**config.mk**
```make
export PLATFORM = sky130hd
export DESIGN_NAME = reg_file_ctrl
export DESIGN_NICKNAME = d
export VERILOG_FILES = /design/src/rtl/reg_file_pkg.sv /design/src/rtl/reg_file_mem.sv /design/src/rtl/reg_file_ctrl.sv
export SDC_FILE = /design/constraint.sdc
export NUM_CORES = 1
export LEC_CHECK = 0
export CAP_MARGIN = 40
export CORE_MARGIN = 2
export CORE_UTILIZATION = 50
export CTS_CLUSTER_SIZE = 28
export DETAILED_ROUTE_END_ITERATION = 10
export DONT_BUFFER_PORTS = 1
export PLACE_DENSITY = 0.77
export SYNTH_ARGS = -nofsm -noshare
export SYNTH_HDL_FRONTEND = slang
export SYNTH_SLANG_ARGS = --single-unit
```
**constraint.sdc**
```tcl
create_clock -name clk -period 2.1 [get_ports clk]
set_input_delay 0.525 -clock clk [delete_from_list [all_inputs] [get_ports clk]]
set_output_delay 0.525 -clock clk [all_outputs]
set_load 0.02 [all_outputs]
```
**src/rtl/reg_file_pkg.sv**
```systemverilog
// Shared types and default sizing for the reg_file_ctrl register file.
// The optional write-protect feature is enabled with REG_FILE_CTRL_WPROT_EN.
package reg_file_pkg;

   localparam int DEF_DATA_W = 8;
   localparam int DEF_NREGS  = 16;
   localparam int DEF_ADDR_W = 4;

   typedef enum logic [1:0] {
      ST_IDLE  = 2'd0,
      ST_READ  = 2'd1,
      ST_WRITE = 2'd2,
      ST_HOLD  = 2'd3
   } state_e;

endpackage

```
**src/rtl/reg_file_mem.sv**
```systemverilog
// NREGS x DATA_W register array: one write port, combinational read mux,
// contents cleared by reset and exported as a flat vector.
module reg_file_mem
   import reg_file_pkg::*;
#(
   parameter int DATA_W = DEF_DATA_W,
   parameter int NREGS  = DEF_NREGS,
   parameter int ADDR_W = DEF_ADDR_W
) (
   input  logic                    clk,
   input  logic                    nRst,
   input  logic                    we,
   input  logic [ADDR_W-1:0]       waddr,
   input  logic [DATA_W-1:0]       wdata,
   input  logic [ADDR_W-1:0]       raddr,
   output logic [DATA_W-1:0]       rdata,
   output logic [NREGS*DATA_W-1:0] regs_q
);

   logic [DATA_W-1:0] mem_q [NREGS];
   logic [DATA_W-1:0] mem_d [NREGS];

   // Decoded per-entry compare keeps addresses beyond NREGS from touching anything.
   always_comb begin
      for (int i = 0; i < NREGS; i++) begin
         mem_d[i] = mem_q[i];
         if (we && (waddr == ADDR_W'(i))) begin
            mem_d[i] = wdata;
         end
      end
   end

   always_ff @(posedge clk or negedge nRst) begin
      if (!nRst) begin
         for (int i = 0; i < NREGS; i++) begin
            mem_q[i] <= '0;
         end
      end else begin
         for (int i = 0; i < NREGS; i++) begin
            mem_q[i] <= mem_d[i];
         end
      end
   end

   always_comb begin
      rdata = '0;
      for (int i = 0; i < NREGS; i++) begin
         if (raddr == ADDR_W'(i)) begin
            rdata = mem_q[i];
         end
      end
   end

   always_comb begin
      regs_q = '0;
      for (int i = 0; i < NREGS; i++) begin
         regs_q[i*DATA_W +: DATA_W] = mem_q[i];
      end
   end

endmodule

```
**src/rtl/reg_file_ctrl.sv**
```systemverilog
// Strobe-driven register file controller: address phase, data phase, valid/error.
// Define REG_FILE_CTRL_WPROT_EN to make registers flagged in RO_MASK read-only.
module reg_file_ctrl
   import reg_file_pkg::*;
#(
   parameter int               DATA_W  = DEF_DATA_W,
   parameter int               NREGS   = DEF_NREGS,
   parameter int               ADDR_W  = DEF_ADDR_W,
   parameter logic [NREGS-1:0] RO_MASK = '0
) (
   input  logic                    clk,
   input  logic                    nRst,
   input  logic [DATA_W-1:0]       data_in,
   input  logic                    read,
   input  logic                    write,
   output logic [DATA_W-1:0]       data_out,
   output logic                    valid,
   output logic                    error,
   output logic [NREGS*DATA_W-1:0] regs_q
);

   localparam logic [DATA_W:0] NREGS_EXT = (DATA_W+1)'(NREGS);

   state_e            state_q, state_d;
   logic [ADDR_W-1:0] addr_q, addr_d;
   logic              range_err_q, range_err_d;
   logic [DATA_W-1:0] data_out_q, data_out_d;
   logic              valid_q, valid_d;
   logic              error_q, error_d;

   logic              we;
   logic [DATA_W-1:0] rdata;
   logic              wprot;
   logic              addr_oor;

   // Range check uses the whole bus so e.g. 0x10 is rejected rather than aliasing reg 0.
   assign addr_oor = ({1'b0, data_in} >= NREGS_EXT);

`ifdef REG_FILE_CTRL_WPROT_EN
   localparam logic [2**ADDR_W-1:0] RO_EXT = (2**ADDR_W)'(RO_MASK);
   assign wprot = RO_EXT[addr_q];
`else
   assign wprot = 1'b0;
`endif

   always_comb begin
      state_d     = state_q;
      addr_d      = addr_q;
      range_err_d = range_err_q;
      data_out_d  = data_out_q;
      valid_d     = 1'b0;
      error_d     = error_q;
      we          = 1'b0;

      case (state_q)
         ST_IDLE: begin
            if (read ^ write) begin
               addr_d      = data_in[ADDR_W-1:0];
               range_err_d = addr_oor;
               state_d     = read ? ST_READ : ST_WRITE;
            end
         end
         ST_READ: begin
            data_out_d = range_err_q ? '0 : rdata;
            error_d    = range_err_q;
            valid_d    = 1'b1;
            state_d    = ST_HOLD;
         end
         ST_WRITE: begin
            we      = !range_err_q && !wprot;
            error_d = range_err_q || wprot;
            valid_d = 1'b1;
            state_d = ST_HOLD;
         end
         ST_HOLD: begin
            if (!read && !write) begin
               state_d = ST_IDLE;
            end
         end
         default: begin
            state_d = ST_IDLE;
         end
      endcase
   end

   always_ff @(posedge clk or negedge nRst) begin
      if (!nRst) begin
         state_q     <= ST_IDLE;
         addr_q      <= '0;
         range_err_q <= 1'b0;
         data_out_q  <= '0;
         valid_q     <= 1'b0;
         error_q     <= 1'b0;
      end else begin
         state_q     <= state_d;
         addr_q      <= addr_d;
         range_err_q <= range_err_d;
         data_out_q  <= data_out_d;
         valid_q     <= valid_d;
         error_q     <= error_d;
      end
   end

   assign data_out = data_out_q;
   assign valid    = valid_q;
   assign error    = error_q;

   reg_file_mem #(
      .DATA_W (DATA_W),
      .NREGS  (NREGS),
      .ADDR_W (ADDR_W)
   ) u_mem (
      .clk    (clk),
      .nRst   (nRst),
      .we     (we),
      .waddr  (addr_q),
      .wdata  (data_in),
      .raddr  (addr_q),
      .rdata  (rdata),
      .regs_q (regs_q)
   );

endmodule

```
# ---- Word level (Yosys, flattened, before mapping)
# Index checks and enable logic that the tools add are counted.
# W data, S select, Z words.
dict set report word_totals {
  regBits 145
  in_bits 12
  wordCells 92
}
dict set report op_classes {
  mux 23
  n_reduce_logical 25
  magnitude_cmp 1
  bitwise 1
  n_eq_ne 20
}
# operator count
set ops {}
lappend ops {{$mux W8} 17}
lappend ops {{$eq A4 B4 Y1 const B} 8}
lappend ops {{$logic_and A1 B1 Y1} 17}
lappend ops {{$eq A4 B3 Y1 const B} 4}
lappend ops {{$eq A4 B2 Y1 const B} 2}
lappend ops {{$ge A8 B5 Y1 const B} 1}
lappend ops {{$mux W2} 3}
lappend ops {{$pmux W2 S3} 1}
lappend ops {{$eq A2 B2 Y1 const B} 2}
lappend ops {{$eq A4 B1 Y1 const B} 1}
lappend ops {{$logic_not A4 Y1} 1}
lappend ops {{$ne A2 B2 Y1 const B} 2}
lappend ops {{$reduce_and A2 Y1} 2}
lappend ops {{$logic_not A1 Y1} 3}
lappend ops {{$eq A2 B1 Y1 const B} 1}
lappend ops {{$logic_not A2 Y1} 1}
lappend ops {{$mux W1} 2}
lappend ops {{$reduce_or A2 Y1} 1}
lappend ops {{$xor A1 B1 Y1} 1}

# ---- Longest topological paths before layout
dict set report depth {
  depth_word 18
  depth_mapped 9
}

# ---- Modules after synthesis
# A second synthesis with hierarchy kept.
dict set report unflattened {
  hier_cells 567
  area_unflattened_um2 7038.0
}
# mod area_each_um2 cells_each instances
set by_module_without_submodules {}
lappend by_module_without_submodules {reg_file_mem 6241.0 496 1}
lappend by_module_without_submodules {reg_file_ctrl 797.0 71 1}

# ---- Least setup slack after synthesis
# OpenSTA, ideal clock, no wires.
dict set report synth_timing {
  path_type {register -> register}
  startpoint {register state_q[1]}
  endpoint {register data_out_q[2], in the netlist data_out[2]}
  setup_time_ps 90
  path_stages_with_launch 8
  arrival_ps 1702
  slack_ps 308
  path_buffers 0
  cell_sequence {dfrtp_1 > inv_1 > ha_1 > inv_2 > nor2_4 > o21ai_1 > or4_1 > o221ai_1}
}
dict set report synth_via {
  elab_chain_len 1
}
# item line
set synth_lines {}
lappend synth_lines {{from (decl)} reg_file_ctrl.sv:24} ;# state_e state_q, state_d;
lappend synth_lines {{from (signal assigned)} reg_file_ctrl.sv:95} ;# state_q <= state_d;
lappend synth_lines {{$eq A2 B1 Y1} reg_file_ctrl.sv:55} ;# case (state_q)
lappend synth_lines {{to (signal assigned)} reg_file_ctrl.sv:98} ;# data_out_q <= data_out_d;
lappend synth_lines {{to (decl)} reg_file_ctrl.sv:27} ;# logic [DATA_W-1:0] data_out_q, data_out_d;
# Every way passes these cells.
# A chain may end at the register's enable or synchronous reset.

# ---- Final worst setup path
dict set report layout_timing {
  startpoint {register addr_q[1]}
  endpoint {register data_out_q[0], in the netlist data_out[0]}
}
dict set report layout_via {
  elab_chain_len 18
}
# item line
set layout_lines {}
lappend layout_lines {{from (decl)} reg_file_ctrl.sv:25} ;# logic [ADDR_W-1:0] addr_q, addr_d;
lappend layout_lines {{from (signal assigned)} reg_file_ctrl.sv:96} ;# addr_q <= addr_d;
lappend layout_lines {{$logic_not A4 Y1} reg_file_mem.sv:48} ;# if (raddr == ADDR_W'(i)) begin
lappend layout_lines {{$mux W8 (15 in series)} reg_file_mem.sv:48}
lappend layout_lines {{$mux W8 *} reg_file_mem.sv:48}
lappend layout_lines {{$mux W8 *} reg_file_ctrl.sv:64} ;# data_out_d = range_err_q ? '0 : rdata;
# Mark *: on every way between the ends. The rest lies on a longest branch, timed or not.

==> metrics <==
status finished, violations left; failing checks negative hold slack; Non-Filler Instances around 820; ys flop type dfrtp_1; Worst-path clk slew about 0.060 ns; total track usage between 30% and 40%; core area 14400 µm²; Sink Count approximately 150; Mapped Cells around 600; overall die area between 15000 and 20000 µm²; Power Dens Cells approximately 2000 nW/µm²; drt drc 0; WL/cell between 20 and 30 µm; Final min period slightly above 2 ns; # port buffers 0; io pins 150; Ant. Diodes 0; Worst-Skew Late Latency around 0.43 ns; post-synthesis cell type count between 60 and 70; Max Cap Violations 0; commonest cells in the netlist dfrtp_1 (145), mux2_2 (138), nand2_1 (35); synthesized area per cell between 10 and 15 µm²; WHS -0.210 ns; filler instances roughly 1200; post-synthesis sequential area ratio between 50% and 60%; worst hold path class input pin to async pin; Critical Path RT around 2.4 ns; via count about 5300; Worst-Margin Slew roughly 0.52 ns; max-slew violations 0; H-tree levels 4; most common cell in the netlist dfrtp_1; cell taking the most area after synthesis dfrtp_1; Max Root-Sink Buffers 2; Setup-failing EPs final 0; Peak Freq just under 0.5 GHz; headroom to the max-slew limit between 60% and 70%; nets around 640; DRT Pass-1 Iters 5; Seq cells post-synth between 100 and 150; number of flops mapped to enable cells by yosys 0; Flop pwr share approximately 45%; Root Buffer clkbuf_16; total CTS buffers 17; Synth top area share approximately 50%; Mapped Nets between 600 and 700; Die Wd 124 µm; Core Rows 44; Die Height 124 µm; Final Skew roughly 0.008 ns; total power approximately 16 mW; DP HPWL 16700 µm; Synth area leaders dfrtp_1 (50%), mux2_2 (21%), mux2i_1 (2.1%); Layout area overhead 14.3%; initial antenna violation count 0; largest net degree at the start of global routing approximately 150; critical setup path kind flop to flop; DR iter-0 viols 450; maximum fanout along the worst path 32; synthesized area around 7300 µm²; Final Wtd Congestion ~0.93; Place WS -0.107 ns; vias in the first global route 5557; Net Sw Frac a little under half; Ys Warns 0; static leakage between 3 and 4 nW; first-pass GRT wire length 35300 µm; Post-Route WL around 23000 µm; global route overflow 0; via/cell ratio approximately 6.4; worst setup margin between 0.04 and 0.05 ns; Starting Density 50.5%; Worst setup EP type flop; CTS tree built; final hold vios approximately 150; DRT antenna net count 0; share of cells above drive strength 1 37.6%; Clock Power Share between 15 and 20%; peak supply drop roughly 0.0011 V; Startpoint Class flop; Critical Path AT between 2 and 2.5 ns; Int Power between 8 and 9 mW; sw power ~7.4 mW; fin crit share 97.7%; post-placement cell count 790; Async SR Flop Fraction 100%; logic gate share of total power 35.9%
worst max-delay path: stages, from the launching register on:
cell,delay [ns]
dfrtp_2,0.49
buf_12,0.20
nand2b_1,0.17
o221ai_1,0.19
o221ai_1,0.20
a211oi_2,0.44
o221ai_1,0.21
sequential cells by signal (all words and copies together), names as in the netlist:
signal        count
u_mem.regs_q    128
data_out          8
addr_q            4
error             1
state_q           2
valid             1
range_err_q       1
per-stage QoR:
step	TNS [ns]	area (µm²)	utilization, %
after floorplan	0	7250	-
after detailed placement	-0.697	7630	53.1
after CTS	0	8250	57.4
final	0	8290	57.7
after global placement	-0.613	7630	53.1
after global routing	-0.0174	8290	57.7
area by class of cell:
class | count | area [µm²] | share of cell area, %
well taps | 184 | 230 | 2.78
repair buffers | 45 | 413 | 4.98
inverters | 15 | 56.3 | 0.680
clock buffers | 22 | 474 | 5.72
multi-input cells | 402 | 3350 | 40.4
flip-flops and latches | 145 | 3630 | 43.8
clock inverters | 10 | 134 | 1.62
worst paths after layout:
kind	from	endpoint	slack [ns]	cells after the start
max	addr_q[1]$_DFFE_PN0P_	data_out[0]$_DFFE_PN0N_	0.05	6
min	nRst	u_mem.regs_q[63]$_DFFE_PN0P_	-0.21	0
max reg2reg	addr_q[1]$_DFFE_PN0P_	data_out[0]$_DFFE_PN0N_	0.05	6
min reg2reg	state_q[0]$_DFFE_PN0P_	state_q[0]$_DFFE_PN0P_	0.60	1
max in group asynchronous	nRst	u_mem.regs_q[4]$_DFFE_PN0P_	2.17	0
min in group clk	data_in[0]	u_mem.regs_q[112]$_DFFE_PN0P_	0.23	2
power groups by stage:
| stage | registers (mW) | logic (mW) | clock network (mW) |
|---|---|---|---|
| after global routing | 7.43 | 6.23 | 3.29 |
| final | 7.26 | 5.83 | 3.14 |
| after detailed placement | 7.31 | 5.58 | 0 |
| after global placement | 7.25 | 5.46 | 0 |
| after CTS | 7.27 | 5.65 | 3.16 |
| after floorplan | 6.55 | 4.11 | 0 |
layer usage:
layer | track usage [%] | share of wire (%)
met4 | 10.1 | 2.6
met3 | 11.4 | 9.8
met1 | 39.5 | 40
met2 | 46.5 | 47
met5 | 0 | 0
layout by cell type, fill, tap and decap left out, types with 6 or more instances in the layout:
master and n:
dfrtp_1 142, mux2_2 138, buf_4 39, nand2_1 35, nor2_1 21, o21ai_0 19
a21oi_1 17, clkbuf_16 17, mux2i_1 15, inv_1 14, nor2b_1 12, nand2b_1 11
nand3_1 10, a211oi_1 9, nor3_1 8, o22ai_1 7, o221ai_1 7, a31oi_1 6
ha_1 6, buf_12 6
repair_timing:
| item | 4_1_cts | 5_1_grt |
|---|---|---|
| buffers inserted | 0 | 1 |
| endpoints found under the hold margin | 145 | 145 |
| pin swaps | 1 | 0 |
| endpoints found under the setup margin | 12 | 13 |
| gates resized for setup | 4 | 4 |
kinds of logic (layout without fill, tap and decap cells):
group | after synthesis | after routing | share of synthesized area [%]
compound gates | 114 | 114 | 11.1
fa+ha+maj | 6 | 6 | 1.04
buf+inv | 55 | 92 | 4.19
flops | 145 | 145 | 50.0
mux | 153 | 153 | 23.5
simple gates | 129 | 129 | 10.1
(Power assumes the default switching activity.)
